<file path="config.mk">
export PLATFORM = sky130hd
export DESIGN_NAME = sync_fifo_param
export DESIGN_NICKNAME = d
export VERILOG_FILES = /design/src/rtl/sync_fifo_param.sv
export SDC_FILE = /design/constraint.sdc
export NUM_CORES = 1
export LEC_CHECK = 0
export ABC_AREA = 1
export BUFFER_PORTS_ARGS = -buffer_cell sky130_fd_sc_hd__buf_4
export CAP_MARGIN = 30
export CORE_MARGIN = 1
export CORE_UTILIZATION = 25
export CTS_CLUSTER_DIAMETER = 50
export DETAILED_ROUTE_END_ITERATION = 10
export GPL_ROUTABILITY_DRIVEN = 0
export PLACE_DENSITY = 0.46
export SETUP_SLACK_MARGIN = 0.15
export SYNTH_ARGS = -nofsm -noshare
export SYNTH_HDL_FRONTEND = slang
export SYNTH_SLANG_ARGS = --single-unit
</file>
<file path="constraint.sdc">
create_clock -name clk -period 4.9 [get_ports clk]
set_input_delay 0.49 -clock clk [delete_from_list [all_inputs] [get_ports clk]]
set_output_delay 0.49 -clock clk [all_outputs]
set_load 0.1 [all_outputs]
</file>
<file path="src/rtl/sync_fifo_param.sv">
// sync_fifo_param: parametrised single-clock FIFO with thresholds, occupancy count and error pulses.
// Define FIFO_FWFT_EN for first-word-fall-through reads; otherwise dout is registered with 1-cycle latency.
module sync_fifo_param #(
    parameter int WIDTH     = 8,
    parameter int DEPTH     = 16,
    parameter int AF_THRESH = DEPTH - 2,
    parameter int AE_THRESH = 2
) (
    input  logic                     clk,
    input  logic                     rst,
    input  logic                     wr,
    input  logic [WIDTH-1:0]         din,
    input  logic                     rd,
    output logic [WIDTH-1:0]         dout,
    output logic                     full,
    output logic                     empty,
    output logic                     almost_full,
    output logic                     almost_empty,
    output logic [$clog2(DEPTH):0]   count,
    output logic                     overflow,
    output logic                     underflow
);
    localparam int AW = $clog2(DEPTH);
    localparam int CW = AW + 1;

    logic [WIDTH-1:0] mem [DEPTH];
    logic [AW-1:0]    wptr, rptr;
    logic             do_wr, do_rd;

    assign full         = count == CW'(DEPTH);
    assign empty        = count == '0;
    assign almost_full  = count >= CW'(AF_THRESH);
    assign almost_empty = count <= CW'(AE_THRESH);
    assign do_wr        = wr && !full;
    assign do_rd        = rd && !empty;

    // storage is deliberately left out of reset; count=0 hides stale words
    always_ff @(posedge clk)
        if (do_wr) mem[wptr] <= din;

    always_ff @(posedge clk or negedge rst)
        if (!rst) begin
            wptr      <= '0;
            rptr      <= '0;
            count     <= '0;
            overflow  <= 1'b0;
            underflow <= 1'b0;
        end else begin
            wptr      <= do_wr ? wptr + 1'b1 : wptr;
            rptr      <= do_rd ? rptr + 1'b1 : rptr;
            count     <= count + CW'(do_wr) - CW'(do_rd);
            overflow  <= wr && full;
            underflow <= rd && empty;
        end

`ifdef FIFO_FWFT_EN
    assign dout = empty ? '0 : mem[rptr];
`else
    logic [WIDTH-1:0] dout_q;

    always_ff @(posedge clk or negedge rst)
        if (!rst) dout_q <= '0;
        else if (do_rd) dout_q <= mem[rptr];

    assign dout = dout_q;
`endif
endmodule

</file>
**Yosys cells after proc, flatten, opt, wreduce, memory -nomap -nowiden**

Memories as Yosys holds them, arrays and structs flattened. A register that Yosys moved wholly into a read port is not among the register bits.
Index checks and enable logic that the tools add are counted.

- Add/subtract/negate cells: 4
- Equality and inequality tests: 1
- Reductions and logical operators: 8
- Multiplexer cells: 2
- Order comparisons: 2

Operator list:

| operator | count |
|---|---|
| 4-bit by 1-bit adder with 4-bit output (second input constant) | 2 |
| 5-bit by 1-bit adder with 5-bit output | 1 |
| 5-bit == test (second input constant) | 1 |
| 5-bit by 4-bit greater-or-equal comparator with 1-bit output (second input constant) | 1 |
| 5-bit by 2-bit <= comparator with 1-bit output (second input constant) | 1 |
| 5-bit zero test | 1 |
| 5-bit by 1-bit subtractor with 5-bit output | 1 |
| 1-bit logical AND | 4 |
| 1-bit zero test | 3 |
| 1-bit two-way mux | 2 |

- Bits of input ports: 12
- Memory bits (writable): 128
- Memories kept: 1
- Output and inout port bits: 19
- Register bits: 15

Memories:

| name | words | width | rd ports | clocked after Yosys merged registers in | write ports | line | text |
|---|---|---|---|---|---|---|---|
| mem | 16 | 8 | 1 | 1 | 1 | 26 | `logic [WIDTH-1:0] mem [DEPTH];` |

**Longest topological paths before layout**

- Depth in word-level cells: 5
- Gate-level depth with buffers: 14
- Mapped depth without buffers: 13

**Least setup slack after synthesis**

OpenSTA, ideal clock, no wires.

- Path kind: reg-to-reg
- Start: register count[2]
- End: register count[4]
- Cell stages (with the launch flop): 15
- Path buffers: 1
- Period minus slack after synthesis: 3.306 ns
- Path slack: 1.594 ns
- Arrival time: 3.179 ns
- Cells stage by stage: dfrtp_1 inv_1 ha_1 nand4_1 nand2_2 inv_2 buf_2 ha_1 inv_1 ha_1 inv_1 fa_1 o21ai_0 a21oi_1 xor2_1

- Elaborated cells between the ends (all ways): 8

RTL lines:

| element | line | text |
|---|---|---|
| start: declaration | 19 | `output logic [$clog2(DEPTH):0] count,` |
| start signal: assignment | 51 | `count <= count + CW'(do_wr) - CW'(do_rd);` |
| 5-bit zero test | 31 | `assign empty = count == '0;` |
| 1-bit zero test | 35 | `assign do_rd = rd && !empty;` |
| 1-bit logical AND | 35 |  |
| via do_rd | 28 | `logic do_wr, do_rd;` |
| 5-bit by 1-bit subtractor with 5-bit output | 51 |  |

The timed path passes the listed nets, and every way through them passes these cells.
A chain may end at the register's enable or synchronous reset.

**Worst setup path after layout**

- Start: register count[2]
- End: register count[4]

- Cells in the longest elaborated chain, start to end: 5
- Elaborated cells between the ends (all ways): 8

Ends and longest elaborated chain:

| element | line | text |
|---|---|---|
| 5-bit == test | 30 | `assign full = count == CW'(DEPTH);` |
| 1-bit zero test | 34 | `assign do_wr = wr && !full;` |
| 1-bit logical AND | 34 |  |
| 5-bit by 1-bit adder with 5-bit output | 51 |  |
| 5-bit by 1-bit subtractor with 5-bit output * | 51 |  |

Every way passes the cells marked *; elsewhere a longest branch is shown, timed or not.

==> run summary <==
cts bufs inserted -> 17
Yosys top cell area share -> 0.568
vias after detailed routing -> 4,302
Crit-path slowest cell -> dfrtp_1
switching power total -> 2.13 mW
status -> finished with violations
CTS root buf -> clkbuf_16
setup violators final -> 0
clk slew on worst S/H paths -> 0.06 ns
CP cell instances -> inv_1, ha_1, nand4_1, nand2_2, inv_2, ha_1, inv_1, ha_1, inv_1, fa_1, o21ai_0, a21oi_1, xor2_1
P_leak -> 3.44 nW
WP data arrival -> 3.08 ns
H-tree depth -> 4
count leader, synth -> nand2_1
Placed Area -> 7260 um^2
Yosys warnings -> 0
per-cell routed wire length -> 15.3 um
number of synthesized flops with an enable pin -> 128
GR Util All Layers -> 0.123
Antenna diodes -> 0
Routed WL -> 15.9 mm
grt ovf -> 0
# IOs -> 31
top_reg_cell synth -> edfxtp_1
worst path required time -> 5.19 ns
crit start category -> flop
Slew @ Worst Pin -> 0.860 ns
Clock Latency Late Sink -> 0.42 ns
achievable frequency -> 359 MHz
register area -> 4420 um^2
Max Cap Viol -> 0
Largest stage delay, worst path -> 0.43 ns
syn avg cell area -> 10.2 um^2
CTS max path bufs -> 2
CTS tree -> built
CTS sink count -> 151
area of the multi-input gates -> 1710 um^2
Slew headroom -> 0.425
WS Path Type -> flop to flop
cell taking the most area after synthesis -> edfxtp_1
register area share after synthesis -> 0.653
Routed Antenna Nets -> 0
Hold Crit Class -> input port to flop
vias per cell -> 4.14
row cnt -> 59
area delta synth->final -> 15.9%
DRC Markers -> 4
clock skew -> 0.0134 ns
synth unique cells -> 21
Initial Utilization -> 0.257
input/output buffers -> 30
chip width -> 167 um
CP Max Fanout -> 14
cell-internal power -> 2.87 mW
Detailed Routing Iterations Pass 1 -> 10
fin crit share -> 0.569
layout cells sized above 1 -> 0.0895
main area contributors after synthesis -> edfxtp_1 (57%), nand2_1 (11%), dfrtp_1 (8.5%)
global-route wire length before repair -> 25.8 mm
failing checks -> DRC
Reg power frac -> 0.345
setup_tns -> 0 ns
top cells by count, synth -> nand2_1 (206), edfxtp_1 (128), inv_1 (118), nand3_1 (99), dfrtp_1 (23)
endpoints failing hold -> 0
die area -> 27,700 um^2
Async SR Flop Fraction -> 0.152
Gate power share -> 0.398
final instance area -> 7850 um^2
syn nets -> 693
Worst Setup End Kind -> flop
unrepaired setup endpoints after global routing -> false
max-slew violations -> 0
Post-Synthesis Cell Area -> 6770 um^2
drt first-iter violations -> 303
largest net degree at the start of global routing -> 67
Core Footprint -> 26,300 um^2
vias in the first global route -> 4,290
power per standard cell area -> 637 nW/um^2
Worst VDD drop -> 0.283 mV
fill count -> 2,721
Die Height -> 167 um
Post-DP HPWL -> 9.96 mm
fin nets -> 720
Clk pwr share -> 0.258
Cells after Synth -> 664
initial antenna violation count -> 0
Sw Ratio -> 0.426
min cycle time layout -> 2.79 ns
post-synthesis register bit count -> 151
[per-stage QoR]
step / hold slack, ns / setup WS [ns] / util / instances / total power, mW
global placement: 0.410 / 2.17 / 0.276 / 1006 / 3.77
detailed placement: 0.412 / 2.09 / 0.276 / 1006 / 3.76
global route: 0.301 / 1.83 / 0.299 / 1039 / 5.33
finish: 0.306 / 2.11 / 0.299 / 1039 / 5.00
CTS: 0.281 / 2.08 / 0.299 / 1039 / 5.06
floorplan: 0.194 / 1.59 / - / 664 / 3.24
[sequential cells by signal, summed over array words and instances, names as in the netlist]
signal,count
count,5
dout,8
mem,128
overflow,1
rptr,4
underflow,1
wptr,4
[worst max-delay path, delay by kind of cell, from the launching register on]
family / cells / cell delay [ns]
adder cells (fa/ha/maj): 4 / 1.00
AO/OA/AOI/OAI: 2 / 0.28
flip-flops: 1 / 0.43
AND/OR/NAND/NOR: 2 / 0.42
buffers and inverters: 4 / 0.38
XOR/XNOR: 1 / 0.15
[layout by cell type, fill, tap and decap left out, types with 4 or more instances in the layout]
cell / netlist / final
xor2_1: 9 / 9
buf_4: 2 / 33
nand2_1: 206 / 206
inv_1: 118 / 118
dfrtp_1: 23 / 22
nor2_1: 20 / 20
o21ai_0: 5 / 5
clkinv_1: 2 / 5
ha_1: 16 / 16
nand3_1: 99 / 99
clkbuf_1: 1 / 4
edfxtp_1: 128 / 128
clkbuf_16: 0 / 17
[routing by layer]
layer | GRT usage | part of all wire
met1 | 0.178 | 0.51
met2 | 0.184 | 0.44
met3 | 0.0247 | 0.036
met4 | 0.0399 | 0.012
met5 | 0 | 0
[power by group through the flow]
stage	registers, mW	clock network (mW)	logic (mW)
after floorplan	2.09	0	1.15
after global placement	1.75	0	2.02
after detailed placement	1.75	0	2.01
after CTS	1.72	1.32	2.02
after global routing	1.75	1.37	2.20
final	1.72	1.29	1.99
[cell families after synthesis]
logic type	Yosys count	share of synthesized area
AO/OA/AOI/OAI	10	0.00776
XOR/XNOR	9	0.0117
adder cells (fa/ha/maj)	17	0.0325
buffers and inverters	149	0.0936
flip-flops	151	0.653
AND/OR/NAND/NOR	328	0.201
[repair_timing]
item	4_1_cts	5_1_grt
gates resized for setup	0	0
hold buffers	1	0
buffers inserted	0	0
hold endpoints to repair	23	0
setup endpoints to repair	0	0
[worst paths after layout]
kind	cells past startpoint	end	slack [ns]	start
max	13	count[4]$_DFF_PN0_	2.11	count[2]$_DFF_PN0_
min	3	underflow$_DFF_PN0_	0.31	rd
max reg2reg	13	count[4]$_DFF_PN0_	2.11	count[2]$_DFF_PN0_
min reg2reg	2	dout[7]$_DFFE_PN0P_	0.49	dout[7]$_DFFE_PN0P_
max in group asynchronous	2	rptr[0]$_DFFE_PN0P_	4.11	rst
min in group asynchronous	2	dout[7]$_DFFE_PN0P_	0.52	rst
[area by class of cell]
cell class,instances,area share
repair buffers,34,0.0329
clock inverters,11,0.0167
flip-flops and latches,151,0.563
clock buffers,21,0.0561
multi-input cells,364,0.219
well taps,335,0.0534
inverters,123,0.0589
Note: power is estimated with default switching activity, not from simulation.
